## src/rtl/mips_test_pkg.sv

```systemverilog
// Shared types and defaults for the MIPS run controller/checker.
package mips_test_pkg;

    localparam int unsigned ST_W = 3;

    typedef enum logic [ST_W-1:0] {
        ST_IDLE  = 3'd0,
        ST_RESET = 3'd1,
        ST_RUN   = 3'd2,
        ST_CHECK = 3'd3,
        ST_DONE  = 3'd4
    } run_state_e;

    localparam logic [31:0] DEF_MISR_POLY  = 32'h04C11DB7;
    localparam logic [31:0] DEF_END_MARKER = 32'hDEADBEEF;

    // Verdict flags reported once a run finishes.
    typedef struct packed {
        logic pass;
        logic fail;
        logic timeout;
    } run_flags_t;

endpackage

```

## src/rtl/misr_reg.sv

```systemverilog
// Multiple-input signature register compressing the CPU test data stream.
module misr_reg
    import mips_test_pkg::*;
#(
    parameter int unsigned        DATA_W    = 32,
    parameter logic [DATA_W-1:0]  MISR_POLY = DATA_W'(DEF_MISR_POLY),
    parameter logic [DATA_W-1:0]  SIG_SEED  = '0
) (
    input  logic              clk,
    input  logic              rst,
    input  logic              load,
    input  logic              shift,
    input  logic [DATA_W-1:0] din,
    output logic [DATA_W-1:0] sig
);

    logic [DATA_W-1:0] sig_q;
    logic [DATA_W-1:0] sig_d;

    // Galois-style step: shift left, feed back the polynomial on MSB, fold in the data word.
    always_comb begin
        sig_d = sig_q;
        if (load) begin
            sig_d = SIG_SEED;
        end else if (shift) begin
            sig_d = {sig_q[DATA_W-2:0], 1'b0}
                  ^ (sig_q[DATA_W-1] ? MISR_POLY : '0)
                  ^ din;
        end
    end

    always_ff @(posedge clk or negedge rst) begin
        if (!rst) begin
            sig_q <= SIG_SEED;
        end else begin
            sig_q <= sig_d;
        end
    end

    assign sig = sig_q;

endmodule

```

## src/rtl/cpu_run_monitor.sv

```systemverilog
// Run controller for a MIPS CPU: sequences its reset, counts run cycles, signs the
// test output stream and reports pass/fail/timeout when the end marker appears.
module cpu_run_monitor
    import mips_test_pkg::*;
#(
    parameter int unsigned        DATA_W       = 32,
    parameter int unsigned        CNT_W        = 16,
    parameter int unsigned        RST_HOLD     = 4,
    parameter int unsigned        TIMEOUT      = 1024,
    parameter logic [DATA_W-1:0]  MISR_POLY    = DATA_W'(DEF_MISR_POLY),
    parameter logic [DATA_W-1:0]  SIG_SEED     = '0,
    parameter logic [DATA_W-1:0]  END_MARKER   = DATA_W'(DEF_END_MARKER),
    parameter logic [DATA_W-1:0]  EXPECTED_SIG = '0,
    parameter bit                 CHECK_SIG    = 1'b1
) (
    input  logic              clk,
    input  logic              rst,
    input  logic              start,
    input  logic              abort,
    input  logic              test_valid,
    input  logic [DATA_W-1:0] test_data,
    output logic              cpu_rst_n,
    output logic              busy,
    output logic              done,
    output logic              pass,
    output logic              fail,
    output logic              timeout,
    output logic [CNT_W-1:0]  cycles,
    output logic [DATA_W-1:0] signature
);

    localparam int unsigned HOLD_W = $clog2(RST_HOLD + 1);

    run_state_e        state_q, state_d;
    logic [HOLD_W-1:0] hold_q, hold_d;
    logic [CNT_W-1:0]  cycles_q, cycles_d;
    run_flags_t        flags_q, flags_d;
    logic              cpu_rst_n_q, cpu_rst_n_d;
    logic              busy_q, busy_d;
    logic              done_q, done_d;

    logic              misr_load;
    logic              misr_shift;
    logic              marker_hit;
    logic              timeout_hit;
    logic              sig_ok;

    assign marker_hit  = test_valid && (test_data == END_MARKER);
    assign timeout_hit = (cycles_q == CNT_W'(TIMEOUT - 1));
    assign sig_ok      = CHECK_SIG ? (signature == EXPECTED_SIG) : 1'b1;

    // Next state, counters, flags and registered-output next values.
    always_comb begin
        state_d    = state_q;
        hold_d     = hold_q;
        cycles_d   = cycles_q;
        flags_d    = flags_q;
        misr_load  = 1'b0;
        misr_shift = 1'b0;

        if (abort) begin
            state_d = ST_IDLE;
            flags_d = '0;
        end else begin
            unique case (state_q)
                ST_IDLE, ST_DONE: begin
                    if (start) begin
                        state_d   = ST_RESET;
                        hold_d    = '0;
                        cycles_d  = '0;
                        flags_d   = '0;
                        misr_load = 1'b1;
                    end
                end
                ST_RESET: begin
                    if (hold_q == HOLD_W'(RST_HOLD - 1)) begin
                        state_d = ST_RUN;
                    end else begin
                        hold_d = hold_q + HOLD_W'(1);
                    end
                end
                ST_RUN: begin
                    // Marker beats a coincident timeout; the timeout cycle leaves the count at TIMEOUT-1.
                    if (marker_hit) begin
                        state_d = ST_CHECK;
                    end else if (timeout_hit) begin
                        state_d = ST_DONE;
                        flags_d = '{pass: 1'b0, fail: 1'b1, timeout: 1'b1};
                    end else begin
                        misr_shift = test_valid;
                    end
                    if (marker_hit || !timeout_hit) begin
                        cycles_d = (cycles_q == '1) ? cycles_q : cycles_q + CNT_W'(1);
                    end
                end
                ST_CHECK: begin
                    state_d = ST_DONE;
                    flags_d = '{pass: sig_ok, fail: !sig_ok, timeout: 1'b0};
                end
                default: begin
                    state_d = ST_IDLE;
                end
            endcase
        end

        cpu_rst_n_d = (state_d == ST_RUN);
        busy_d      = (state_d == ST_RESET) || (state_d == ST_RUN) || (state_d == ST_CHECK);
        done_d      = (state_d == ST_DONE);
    end

    always_ff @(posedge clk or negedge rst) begin
        if (!rst) begin
            state_q     <= ST_IDLE;
            hold_q      <= '0;
            cycles_q    <= '0;
            flags_q     <= '0;
            cpu_rst_n_q <= 1'b0;
            busy_q      <= 1'b0;
            done_q      <= 1'b0;
        end else begin
            state_q     <= state_d;
            hold_q      <= hold_d;
            cycles_q    <= cycles_d;
            flags_q     <= flags_d;
            cpu_rst_n_q <= cpu_rst_n_d;
            busy_q      <= busy_d;
            done_q      <= done_d;
        end
    end

    misr_reg #(
        .DATA_W    (DATA_W),
        .MISR_POLY (MISR_POLY),
        .SIG_SEED  (SIG_SEED)
    ) u_misr (
        .clk   (clk),
        .rst   (rst),
        .load  (misr_load),
        .shift (misr_shift),
        .din   (test_data),
        .sig   (signature)
    );

    assign cpu_rst_n = cpu_rst_n_q;
    assign busy      = busy_q;
    assign done      = done_q;
    assign pass      = flags_q.pass;
    assign fail      = flags_q.fail;
    assign timeout   = flags_q.timeout;
    assign cycles    = cycles_q;

endmodule
```

## config.mk

```make
export PLATFORM = sky130hd
export DESIGN_NAME = cpu_run_monitor
export DESIGN_NICKNAME = d
export VERILOG_FILES = /design/src/rtl/mips_test_pkg.sv /design/src/rtl/misr_reg.sv /design/src/rtl/cpu_run_monitor.sv
export SDC_FILE = /design/constraint.sdc
export NUM_CORES = 1
export LEC_CHECK = 0
export ABC_CLOCK_PERIOD_IN_PS = 2100
export CORE_ASPECT_RATIO = 1.75
export CORE_MARGIN = 8
export CORE_UTILIZATION = 25
export CTS_CLUSTER_SIZE = 10
export DETAILED_ROUTE_END_ITERATION = 12
export HOLD_SLACK_MARGIN = 0.05
export SLEW_MARGIN = 40
export SYNTH_ARGS = -nofsm -noshare
export SYNTH_HDL_FRONTEND = slang
export SYNTH_HIERARCHICAL = 1
export SYNTH_SLANG_ARGS = --single-unit
export TNS_END_PERCENT = 100
```

## constraint.sdc

```tcl
create_clock -name clk -period 2.1 [get_ports clk]
set_input_delay 0.42 -clock clk [delete_from_list [all_inputs] [get_ports clk]]
set_output_delay 0.42 -clock clk [all_outputs]
set_load 0.005 [all_outputs]
```

**Yosys cells after proc, flatten, opt, wreduce, memory -nomap -nowiden**

Index checks and enable logic that the tools add are counted.
Widths: inputs -> output; s select.

- Bits in writable memories: 0
- Memories: 0
- Latch bits: 0
- Logic and storage cells: 77
- Bits in read-only memories: 0
- Output and inout port bits: 54
- Bits in registers: 60

- Multiply operators: 0
- Div/mod/pow operators: 0
- Add/subtract/negate cells: 2
- Muxes and demuxes: 27
- Order comparisons: 0
- Reductions and logical operators: 16
- Shift operators: 0
- Equal/unequal tests: 19
- Bitwise gates (word level): 3

Operators by type and width:

| kind | number |
|---|---|
| $mux 32 | 2 |
| $xor 32x32->32 | 2 |
| $mux 16 | 3 |
| $eq 32x32->1 const B | 1 |
| $logic_not 32->1 | 1 |
| $pmux 16 s2 | 1 |
| $mux 3 | 10 |
| $mux 27 | 1 |
| $add 16x1->16 const B | 1 |
| $eq 16x10->1 const B | 1 |
| $eq 16x16->1 const B | 1 |
| $eq 3x2->1 const B | 5 |
| $pmux 3 s4 | 1 |
| $ne 3x3->1 const B | 3 |
| $pmux 3 s3 | 1 |
| $ne 2x2->1 const B | 4 |
| $reduce_and 4->1 | 2 |
| $mux 1 | 7 |
| $eq 3x1->1 const B | 2 |
| $eq 3x3->1 const B | 2 |
| $pmux 3 s2 | 1 |
| $reduce_bool 2->1 | 3 |
| $reduce_and 5->1 | 1 |
| $reduce_bool 4->1 | 1 |
| 7 further kinds | 10 |

**Longest topological paths before layout**

Gate-level depths: netlist (run 1).

- Word-level depth: 8
- Mapped depth: 11

**Hierarchy**

Netlist (run 1), hierarchy kept.

By module, submodules not included:

| module | seq. area each (um2) | area an instance (um2) | cells each | times used |
|---|---|---|---|---|
| cpu_run_monitor | 700.7 | 1884.3 | 194 | 1 |
| misr_reg | 800.8 | 1666.6 | 153 | 1 |

**Least setup slack after synthesis (run 1)**

Ideal clock, no wire load.

- Path kind: register to register
- Start: register state_q[0]
- End: register u_misr.sig_q[10], in the netlist u_misr/sig[10]
- Arrival time: 1.949 ns
- Buffers on the path: 3
- Period minus slack after synthesis: 2.081 ns
- Setup time: 0.132 ns
- Setup slack: 0.019 ns
- Cell stages (with the launch flop): 10
- Required time: 1.968 ns
- Path through: dfrtp_1 -> clkbuf_1 -> nor2_1 -> nand2_1 -> nor2_1 -> clkbuf_1 -> and3b_4 -> buf_6 -> mux2i_1 -> o21ai_1

- Cells in the longest elaborated chain, start to end: 5
- Elaborated cells on any way between the ends: 10
- Classes of those cells: 2 x eq/ne; 5 x mux; 3 x reduce/logical

Ends and longest elaborated chain:

| element | RTL line | text |
|---|---|---|
| start, declared | cpu_run_monitor.sv:34 | `run_state_e state_q, state_d;` |
| start signal, assigned | cpu_run_monitor.sv:121 | `state_q <= state_d;` |
| $eq 3x3->1 or $logic_not 3->1 (tied branches) | cpu_run_monitor.sv:65 | `unique case (state_q)` |
| $reduce_or 2->1 (*) | cpu_run_monitor.sv:65 |  |
| $mux 1 (*) | cpu_run_monitor.sv:65 |  |
| $mux 1 (*) | cpu_run_monitor.sv:61 | `if (abort) begin` |
| net misr_load | cpu_run_monitor.sv:42 | `logic misr_load;` |
| $mux 32 or $reduce_bool 2->1 (tied branches) | - |  |
| end signal, assigned | misr_reg.sv:36 | `sig_q <= sig_d;` |
| end, declared | misr_reg.sv:17 | `logic [DATA_W-1:0] sig_q;` |

The timed path passes the listed nets; every way through them passes the cells marked *.
A chain may end at the register's enable or synchronous reset.

**Worst setup path after layout (run 1)**

- Start: register cycles_q[1], in the netlist cycles[1]
- End: register cycles_q[7], in the netlist cycles[7]

- Cells in the longest elaborated chain, start to end: 5
- Elaborated cells on any way between the ends: 11
- Classes of those cells: 1 x add/sub; 4 x eq/ne; 3 x mux; 3 x reduce/logical

Ends and longest elaborated chain:

| element | RTL line | text |
|---|---|---|
| start, declared | cpu_run_monitor.sv:36 | `logic [CNT_W-1:0] cycles_q, cycles_d;` |
| start signal, assigned | cpu_run_monitor.sv:123 | `cycles_q <= cycles_d;` |
| parallel branches: the longest is 5 deep, another holds $add 16x1->16 | - |  |

Parallel ways; which one is timed is not known. The select of a mux whose other input is x is not followed.

==> impl_metrics.csv, run 1 <==
group,metric,value,unit
detailed_routing,wirelength,12300,um
setup_path,cp_max_fo,8,
sta,period_needed,2.09,ns
global_routing,grt_pass1_vias,3734,
sta,period_share,0.995,
floorplan,dieHeight,174,um
global_routing,grt_first_pass_wirelength,19500,um
hold_path,hold_path.class,"input port to asynchronous set/reset pin",
synth,ys_types,51,
global_routing,grtUsageTotal,0.133,
clock_network,cts_buffers,9,
synth,yosysWarnings,6,
synth,synthCells,347,
clock_network,cts_sinks,60,
clock_network,cts_root_buf,"clkbuf_16",
floorplan,dieArea,18400,um^2
synth,synth_flop_cell,"dfrtp_1",
floorplan,core,13900,um^2
synth,synth_nets,387,
sta,fmax,479,MHz
synth,ys_seq_area_frac,0.423,
sta,max_slew_margin,0.709,
clock_network,cts_tree,"yes",
detailed_routing,dr_total_vias,3504,
detailed_routing,initialDrtViolationCount,116,
run_status,run_status,"complete, no violations",
power_and_ir_drop,vdd_drop_max,0.395,mV
sta,worst_pin_slew,0.436,ns
placed_design,gp_congestion,0.818,
detailed_routing,final_antenna_net_count,0,
sta,slew_violations,0,
final_layout,syn_to_final_growth,62.3,%
synth,synthArstFlopShare,1.00,
setup_path,path_class,"flop to flop",
setup_path,critical_path_arrival,2.30,ns
clock_network,clk_pin_slew,0.05,ns
setup_path,cp-end-kind,"flop",
floorplan,initial_core_util,0.255,
sta,grt_setup_unrepaired,"yes",
placed_design,placed_cells,681,
floorplan,ios,91,
clock_network,htree_levels,3,
synth,synth-edff-count,0,
final_layout,n_antenna_cell,0,
detailed_routing,via_per_inst,4.95,
placed_design,dp_hpwl,9120,um
global_routing,antenna_found_initial,0,
placed_design,portBuffers,90,
synth,ys_ff_latch,60,
final_layout,nets,567,
sta,finalHoldViolCount,0,
final_layout,finalNonFillerCells,708,
floorplan,rows,57,
setup_path,cp-start-kind,"flop",
synth,synth_area,3550,um^2
power_and_ir_drop,power_leakage,2.47,nW
global_routing,overflow,0,
final_layout,final_cell_mix,"buf_4, dfrtp_1, clkdlybuf4s50_1",
setup_path,cp.required,2.31,ns
sta,clock_skew,0.00643,ns
floorplan,chipWidth,106,um
power_and_ir_drop,p_per_area,545,nW/um^2
detailed_routing,drc,0,
synth,syn_avg_cell_area,10.2,um^2
final_layout,post-route-util,0.414,
final_layout,drive_above_1_share,0.275,
global_routing,grt_start_max_net_pins,61,
detailed_routing,wl_per_cell,17.4,um
sta,setup_viol,0,
clock_network,clockBufferDepth,2,
detailed_routing,drtPass1Iterations,4,
final_layout,mostFrequentLayoutCell,"buf_4",
clock_network,insertion_delay,0.33,ns
run,maxCapViolations,0,
-- stage by stage --
stage / power (W) / hold WS [ns] / worst slack (ns) / TNS, ns / cell area, um^2
after floorplan: 0.00149 / 0.124 / 0.0188 / 0 / 3550
final: 0.00314 / 0.0865 / 0.0105 / 0 / 5760
after global routing: 0.00327 / 0.123 / -0.0461 / -0.158 / 5760
after detailed placement: 0.00183 / 0.458 / -0.588 / -23.75 / 5220
after global placement: 0.00181 / 0.457 / -0.508 / -20.76 / 5220
after CTS: 0.00318 / 0.110 / -0.0333 / -0.0333 / 5620
-- final timing paths --
check / start / endpoint / slack (ns) / cells after the start
worst min register to register: hold_q[2] / hold_q[2] / 0.51 / 2
worst max-delay path: cycles[1] / cycles[7] / 0.01 / 8
max in group asynchronous: rst / u_misr/sig[28] / 1.72 / 2
worst max register to register: cycles[1] / cycles[7] / 0.01 / 8
min in group clk: hold_q[2] / hold_q[2] / 0.51 / 2
worst min-delay path: rst / cycles[12] / 0.09 / 2
-- registers in the layout, indices dropped and copies added, names as in the netlist --
register,count
done,1
state_q,3
fail,1
u_misr/sig,32
pass,1
timeout,1
hold_q,3
cycles,16
cpu_rst_n,1
busy,1
-- synth_stat cells, types with 4 or more instances --
cell type / instances / area, um^2
o21ai_1: 13 / 65.1
nand4_1: 10 / 62.6
a211oi_1: 21 / 158
nand3_1: 5 / 25.0
o31ai_1: 11 / 82.6
dfrtp_1: 60 / 1500
mux2i_1: 13 / 130
inv_1: 4 / 15.0
o21ai_0: 7 / 35.0
nor2_1: 28 / 105
nand2b_1: 14 / 87.6
nor3_1: 4 / 20.0
buf_6: 5 / 56.3
or4_1: 11 / 82.6
nand2_1: 15 / 56.3
nand4b_4: 4 / 95.1
clkbuf_1: 6 / 22.5
xnor2_1: 33 / 289
buf_2: 8 / 40.0
a21oi_1: 15 / 75.1
nor4_1: 9 / 56.3
and4_1: 4 / 35.0
-- final cells by class --
| cell class | instances | area, um^2 |
|---|---|---|
| multi-input combinational | 263 | 2040 |
| sequential | 60 | 1500 |
| fill | 1347 | 8140 |
| clock buffer | 13 | 260 |
| timing repair buffer | 189 | 1710 |
| tap | 177 | 221 |
| clock inverter | 2 | 10.0 |
| inverter | 4 | 15.0 |
-- routing by layer --
| layer | track usage | vias to the layer above | wire length [um] | share of wire |
|---|---|---|---|---|
| met5 | 0 | - | 0 | 0 |
| met1 | 0.150 | 1714 | 4910 | 0.40 |
| li1 | - | 1657 | - | - |
| met2 | 0.228 | 115 | 6350 | 0.52 |
| met3 | 0.0391 | 18 | 799 | 0.065 |
| met4 | 0.0537 | 0 | 263 | 0.021 |
-- power by group --
| group | leakage [nW] | internal, W | switching, W |
|---|---|---|---|
| clock network | 0.135 | 0.000850 | 0.000483 |
| registers | 0.834 | 0.00120 | 0.0000495 |
| logic | 1.51 | 0.000295 | 0.000258 |
| total | 2.47 | 0.00235 | 0.000791 |
-- worst max-delay path: stages, from the launching register on --
cell and delay [ns]:
dfrtp_1 0.35, ha_2 0.19, and4_4 0.21, nand4_1 0.22, buf_6 0.22, a311oi_4 0.26
buf_6 0.17, nor4_4 0.05, mux2_4 0.30
-- timing repair --
action                                  4_1_cts  5_1_grt
buffers inserted                              6        6
endpoints found under the setup margin       44       41
pin swaps                                    13       17
gates resized for setup                      36       27
cloned                                        1        0
hold buffers                                  0        0
-- cells by family after synthesis --
| group | share of synthesized area |
|---|---|
| XOR/XNOR | 0.0881 |
| AO/OA/AOI/OAI | 0.147 |
| flip-flops | 0.423 |
| multiplexers | 0.0430 |
| buffers and inverters | 0.0419 |
| adder cells (fa/ha/maj) | 0.0106 |
| AND/OR/NAND/NOR | 0.246 |
Power figures use the tool's default switching activity.
==> run 2, diff against run 1 <==
Settings changed: ABC_CLOCK_PERIOD_IN_PS 2100 to 2000, CTS_BUF_LIST from default to sky130_fd_sc_hd__clkbuf_16, CTS_CLUSTER_SIZE 10 to default.
Clock period 2.1 ns to 2 ns, I/O delays scaled along.
==> run 2 against run 1 <==
  * Sequential cell count unchanged
  * Power up 7.5%
  * Critical endpoint unchanged
  * The run now ends with setup timing left
  * Highest routed layer unchanged
  * Largest power group unchanged
  * Wire length up 2.6%
==> impl_metrics.csv, run 2 (same netlist as run 1, synthesis figures left out) <==
group,metric,value,unit
clock_network,cts_buffers,9,
final_layout,syn_to_final_growth,69.3,%
sta,timing.hold.ws,0.0880,ns
sta,slew_violations,0,
final_layout,design_area,6010,um^2
clock_network,clockBufferDepth,2,
setup_path,regToRegSetupSlack,-0.04,ns
setup_path,cp_max_fo,8,
floorplan,dieHeight,174,um
detailed_routing,drc,0,
setup_path,setup.worst_path.start,"cycles[1]",
detailed_routing,dr_total_vias,3541,
power_and_ir_drop,vdd_drop_max,0.375,mV
global_routing,grt_start_max_net_pins,61,
floorplan,dieArea,18400,um^2
sta,period_needed,2.04,ns
placed_design,gp_congestion,0.802,
final_layout,regArea,1500,um^2
setup_path,reg2reg_depth,8,
power_and_ir_drop,power_leakage,2.51,nW
sta,grt_setup_unrepaired,"yes",
sta,clock_skew,0.00936,ns
floorplan,initial_core_util,0.255,
setup_path,path_class,"flop to flop",
global_routing,antenna_found_initial,0,
clock_network,cts_hold_buf,0,
sta,setup_viol,4,
clock_network,cts_root_buf,"clkbuf_16",
sta,finalHoldViolCount,0,
floorplan,ios,91,
setup_path,reg2reg_from,"cycles[1]",
sta,period_share,1.02,
clock_network,cts_sinks,60,
setup_path,rr_endpoint,"cycles[7]",
global_routing,overflow,0,
setup_path,critical_path_arrival,2.25,ns
clock_network,cts_tree,"yes",
final_layout,nFillCells,1359,
sta,worst_pin_slew,0.427,ns
global_routing,grt_pass1_vias,3741,
final_layout,final_cell_mix,"buf_4, dfrtp_1, clkdlybuf4s50_1",
final_layout,largest_register_ffs,32,
setup_path,crit_path_end,"cycles[7]",
hold_path,hold_path.class,"input port to asynchronous set/reset pin",
final_layout,drive_above_1_share,0.344,
global_routing,grtUsageTotal,0.134,
power_and_ir_drop,p_per_area,562,nW/um^2
detailed_routing,initialDrtViolationCount,103,
setup_path,cp-end-kind,"flop",
sta,fin_ws,-0.0398,ns
final_layout,n_antenna_cell,0,
floorplan,core,13900,um^2
run_status,run_status,"complete, but fails checks",
clock_network,htree_levels,3,
power_and_ir_drop,power,0.00338,W
floorplan,chipWidth,106,um
floorplan,rows,57,
placed_design,place_area,5260,um^2
setup_path,cp.required,2.21,ns
final_layout,nets,583,
run_status,violations,"setup timing",
clock_network,clk_pin_slew,0.05,ns
placed_design,portBuffers,90,
detailed_routing,via_per_inst,4.89,
clock_network,insertion_delay,0.32,ns
final_layout,mostFrequentLayoutCell,"buf_4",
detailed_routing,drtPass1Iterations,4,
final_layout,multi_input_area,2200,um^2
final_layout,finalNonFillerCells,724,
setup_path,cp-start-kind,"flop",
placed_design,dp_hpwl,9030,um
detailed_routing,wl_per_cell,17.5,um
detailed_routing,final_antenna_net_count,0,
placed_design,placed_cells,686,
detailed_routing,wirelength,12600,um
global_routing,grt_first_pass_wirelength,19700,um
sta,max_slew_margin,0.715,
sta,tns,-0.0602,ns
sta,fmax,490,MHz
run,maxCapViolations,0,
[run 2: layer usage]
metal  up-vias  share of wire  GRT usage
met5         -              0          0
met4         0          0.028     0.0513
met3        24          0.062     0.0447
met2       124           0.52      0.233
met1      1706           0.39      0.146
li1       1687              -          -
[run 2: timing repair]
item | 4_1_cts | 5_1_grt
buffers inserted | 15 | 9
endpoints found under the setup margin | 49 | 54
pin swaps | 16 | 24
gates resized for setup | 56 | 54
cloned | 1 | 2
[run 2: metrics by stage]
stage | util | setup WS, ns
floorplan | - | 0.00642
global placement | 0.378 | -0.636
detailed placement | 0.378 | -0.670
CTS | 0.414 | -0.0260
global route | 0.432 | -0.126
finish | 0.432 | -0.0398
[run 2: power by group]
| group | total [W] | switching [W] | internal (W) |
|---|---|---|---|
| logic | 0.000619 | 0.000294 | 0.000325 |
| clock network | 0.00145 | 0.000519 | 0.000933 |
| registers | 0.00131 | 0.0000427 | 0.00126 |
| total | 0.00338 | 0.000856 | 0.00252 |
[run 2: worst min path at each step]
| stage | cells after the start | slack, ns | start | to |
|---|---|---|---|---|
| floorplan | 0 | 0.10 | rst | busy |
| CTS | 2 | 0.09 | rst | cycles[6] |
| global route | 2 | 0.10 | rst | cycles[6] |
| global placement | 2 | 0.44 | rst | cycles[8] |
| finish | 2 | 0.09 | rst | cycles[6] |
| detailed placement | 2 | 0.44 | rst | cycles[6] |
[run 2: worst max-delay path: stages (launching register included)]
cell      delay, ns
dfrtp_1        0.35
ha_2           0.21
and4_4         0.22
nand4_1        0.17
buf_4          0.20
a311oi_4       0.26
buf_6          0.18
nor4_4         0.04
mux2_4         0.30
[run 2: cell type report]
| type | count | area share |
|---|---|---|
| clock buffers | 9 | 0.0375 |
| clock inverters | 6 | 0.00812 |
| inverters | 4 | 0.00250 |
| multi-input cells | 265 | 0.366 |
| flip-flops and latches | 60 | 0.250 |
| well taps | 177 | 0.0368 |
| repair buffers | 203 | 0.299 |
==> run 3, diff against run 2 <==
Settings changed: CTS_BUF_LIST sky130_fd_sc_hd__clkbuf_16 to default.
==> run 3 against run 2 <==
  * The run still ends with setup timing left
  * Clock power grew 9%
  * Sequential power about the same
  * Highest routed layer unchanged
  * Worst hold slack worse by 0.0023 ns
  * Combinational power about the same
  * Clock skew about the same
  * Non-clock buffer count up 1
  * Critical path type is now input port to flop
  * Global-route usage hardly changed
  * Register-to-register slack about the same
  * Via count shrank 0.65%
  * Final cell count increased by 0.14%
  * Design area grew 0.48%
==> impl_metrics.csv, run 3 (same netlist as run 1, synthesis figures left out) <==
group,metric,value,unit
clock_network,cts_hold_buf,0,
floorplan,chipWidth,106,um
clock_network,insertion_delay,0.32,ns
detailed_routing,drtPass1Iterations,5,
power_and_ir_drop,power_frac_comb,0.176,
power_and_ir_drop,vdd_drop_max,0.375,mV
sta,finalHoldViolCount,0,
final_layout,mostFrequentLayoutCell,"buf_4",
floorplan,rows,57,
power_and_ir_drop,intPower,0.00265,W
floorplan,core,13900,um^2
setup_path,setup.worst_path.start,"test_valid",
final_layout,design_area,6040,um^2
final_layout,finalNonFillerCells,725,
sta,slew_violations,0,
power_and_ir_drop,power,0.00350,W
placed_design,gp_congestion,0.802,
setup_path,regToRegSetupSlack,-0.03,ns
setup_path,path_delay_family,"simple AND/OR/NAND/NOR gates",
final_layout,n_antenna_cell,0,
setup_path,reg2reg_from,"cycles[1]",
run_status,violations,"setup timing",
setup_path,cp_max_fo,4,
clock_network,htree_levels,3,
global_routing,grt_start_max_net_pins,61,
hold_path,hold_path.class,"input port to asynchronous set/reset pin",
detailed_routing,dr_total_vias,3518,
sta,period_needed,2.07,ns
power_and_ir_drop,clockPowerShare,0.451,
global_routing,overflow,0,
final_layout,post-route-util,0.434,
power_and_ir_drop,power_leakage,2.53,nW
placed_design,place_area,5260,um^2
setup_path,path_class,"input port to flop",
floorplan,dieHeight,174,um
sta,setup_viol,3,
power_and_ir_drop,p_per_area,580,nW/um^2
clock_network,clk_pin_slew,0.05,ns
setup_path,cp_common_cell,"buf_6",
power_and_ir_drop,seqPwrFrac,0.373,
clock_network,cts_sinks,60,
detailed_routing,drc,0,
global_routing,antenna_found_initial,0,
run,maxCapViolations,0,
final_layout,nets,584,
floorplan,dieArea,18400,um^2
sta,fmax,483,MHz
detailed_routing,wl_met2,6580,um
power_and_ir_drop,switching_share,0.244,
sta,clock_skew,0.00896,ns
run_status,run_status,"complete, but fails checks",
detailed_routing,met3_length,806,um
sta,max_slew_margin,0.761,
floorplan,initial_core_util,0.255,
sta,worst_pin_slew,0.356,ns
sta,grt_setup_unrepaired,"yes",
final_layout,final_cell_mix,"buf_4, dfrtp_1, clkdlybuf4s50_1",
setup_path,cp.required,2.25,ns
setup_path,cp_slowest_cell,"or3_4",
setup_path,cp-end-kind,"flop",
detailed_routing,via_per_inst,4.85,
setup_path,path_buf_inv,5,
placed_design,placed_cells,686,
global_routing,grtUsageTotal,0.134,
clock_network,cts_tree,"yes",
clock_network,clockBufferDepth,2,
placed_design,dpl_worst_slack,-0.670,ns
global_routing,grt_pass1_vias,3729,
setup_path,path_cells,"clkdlybuf4s15_1, nand4_1, nor4_4, buf_6, buf_6, a311oi_4, buf_4, buf_6, or3_4, a21oi_2",
final_layout,largest_register_ffs,32,
power_and_ir_drop,switchingPower,0.000856,W
setup_path,critical_path_arrival,2.32,ns
clock_network,cts_root_buf,"clkbuf_16",
detailed_routing,initialDrtViolationCount,101,
clock_network,cts_buffers,9,
final_layout,drive_above_1_share,0.358,
detailed_routing,wirelength,12600,um
placed_design,portBuffers,90,
sta,period_share,1.03,
floorplan,ios,91,
placed_design,dp_hpwl,9030,um
detailed_routing,final_antenna_net_count,0,
setup_path,reg2reg_depth,8,
setup_path,cp-start-kind,"input port",
detailed_routing,top_layer,"met4",
detailed_routing,wl_met1,4870,um
detailed_routing,wl_per_cell,17.3,um
setup_path,slowest_delay,0.39,ns
final_layout,syn_to_final_growth,70.1,%
setup_path,rr_endpoint,"cycles[7]",
sta,fin_ws,-0.0694,ns
global_routing,grt_first_pass_wirelength,19700,um
run 3: power groups by stage:
| stage | clock network (W) | logic, W | registers [W] |
|---|---|---|---|
| after global placement | 0 | 0.000582 | 0.00132 |
| after CTS | 0.00162 | 0.000593 | 0.00131 |
| after floorplan | 0 | 0.000248 | 0.00132 |
| final | 0.00158 | 0.000617 | 0.00131 |
| after global routing | 0.00166 | 0.000676 | 0.00131 |
| after detailed placement | 0 | 0.000593 | 0.00133 |
run 3: how the worst max path moves through the flow:
| stage | endpoint | slack, ns | cells past startpoint |
|---|---|---|---|
| finish | cycles[3] | -0.07 | 10 |
| global route | cycles[7] | -0.11 | 8 |
| CTS | cycles[2] | -0.02 | 9 |
| detailed placement | cycles[6] | -0.67 | 6 |
| global placement | cycles[8] | -0.64 | 6 |
| floorplan | u_misr/sig[10] | 0.006 | 11 |
run 3: repair_timing:
item,4_1_cts,5_1_grt
pin swaps,16,23
setup endpoints to repair,49,54
gates cloned,1,2
buffers inserted,15,9
gates resized for setup,57,60
run 3: metal layers:
| layer | GRT usage | vias to the layer above |
|---|---|---|
| met5 | 0 | - |
| met4 | 0.0466 | 0 |
| met3 | 0.0443 | 24 |
| met2 | 0.234 | 119 |
| met1 | 0.147 | 1685 |
| li1 | - | 1690 |
run 3: cell type report:
type | instances | area [um^2]
clock buffers | 14 | 274
fillers | 1342 | 7870
repair buffers | 204 | 1800
inverters | 4 | 15.0
flip-flops and latches | 60 | 1500
clock inverters | 1 | 30.0
multi-input cells | 265 | 2190
well taps | 177 | 221
run 3: per-stage QoR:
step,TNS (ns),hold WS [ns]
after floorplan,0,0.104
after global placement,-24.96,0.436
after detailed placement,-26.47,0.438
after CTS,-0.119,0.0878
after global routing,-1.60,0.104
final,-0.110,0.0857
run 3: worst reg2reg max path: cells and delay by family (launching register included):
| kind | cells | cell delay (ns) |
|---|---|---|
| flip-flops | 1 | 0.35 |
| adder cells (fa/ha/maj) | 1 | 0.21 |
| buffers and inverters | 2 | 0.37 |
| AO/OA/AOI/OAI | 1 | 0.26 |
| multiplexers | 1 | 0.30 |
| AND/OR/NAND/NOR | 3 | 0.43 |
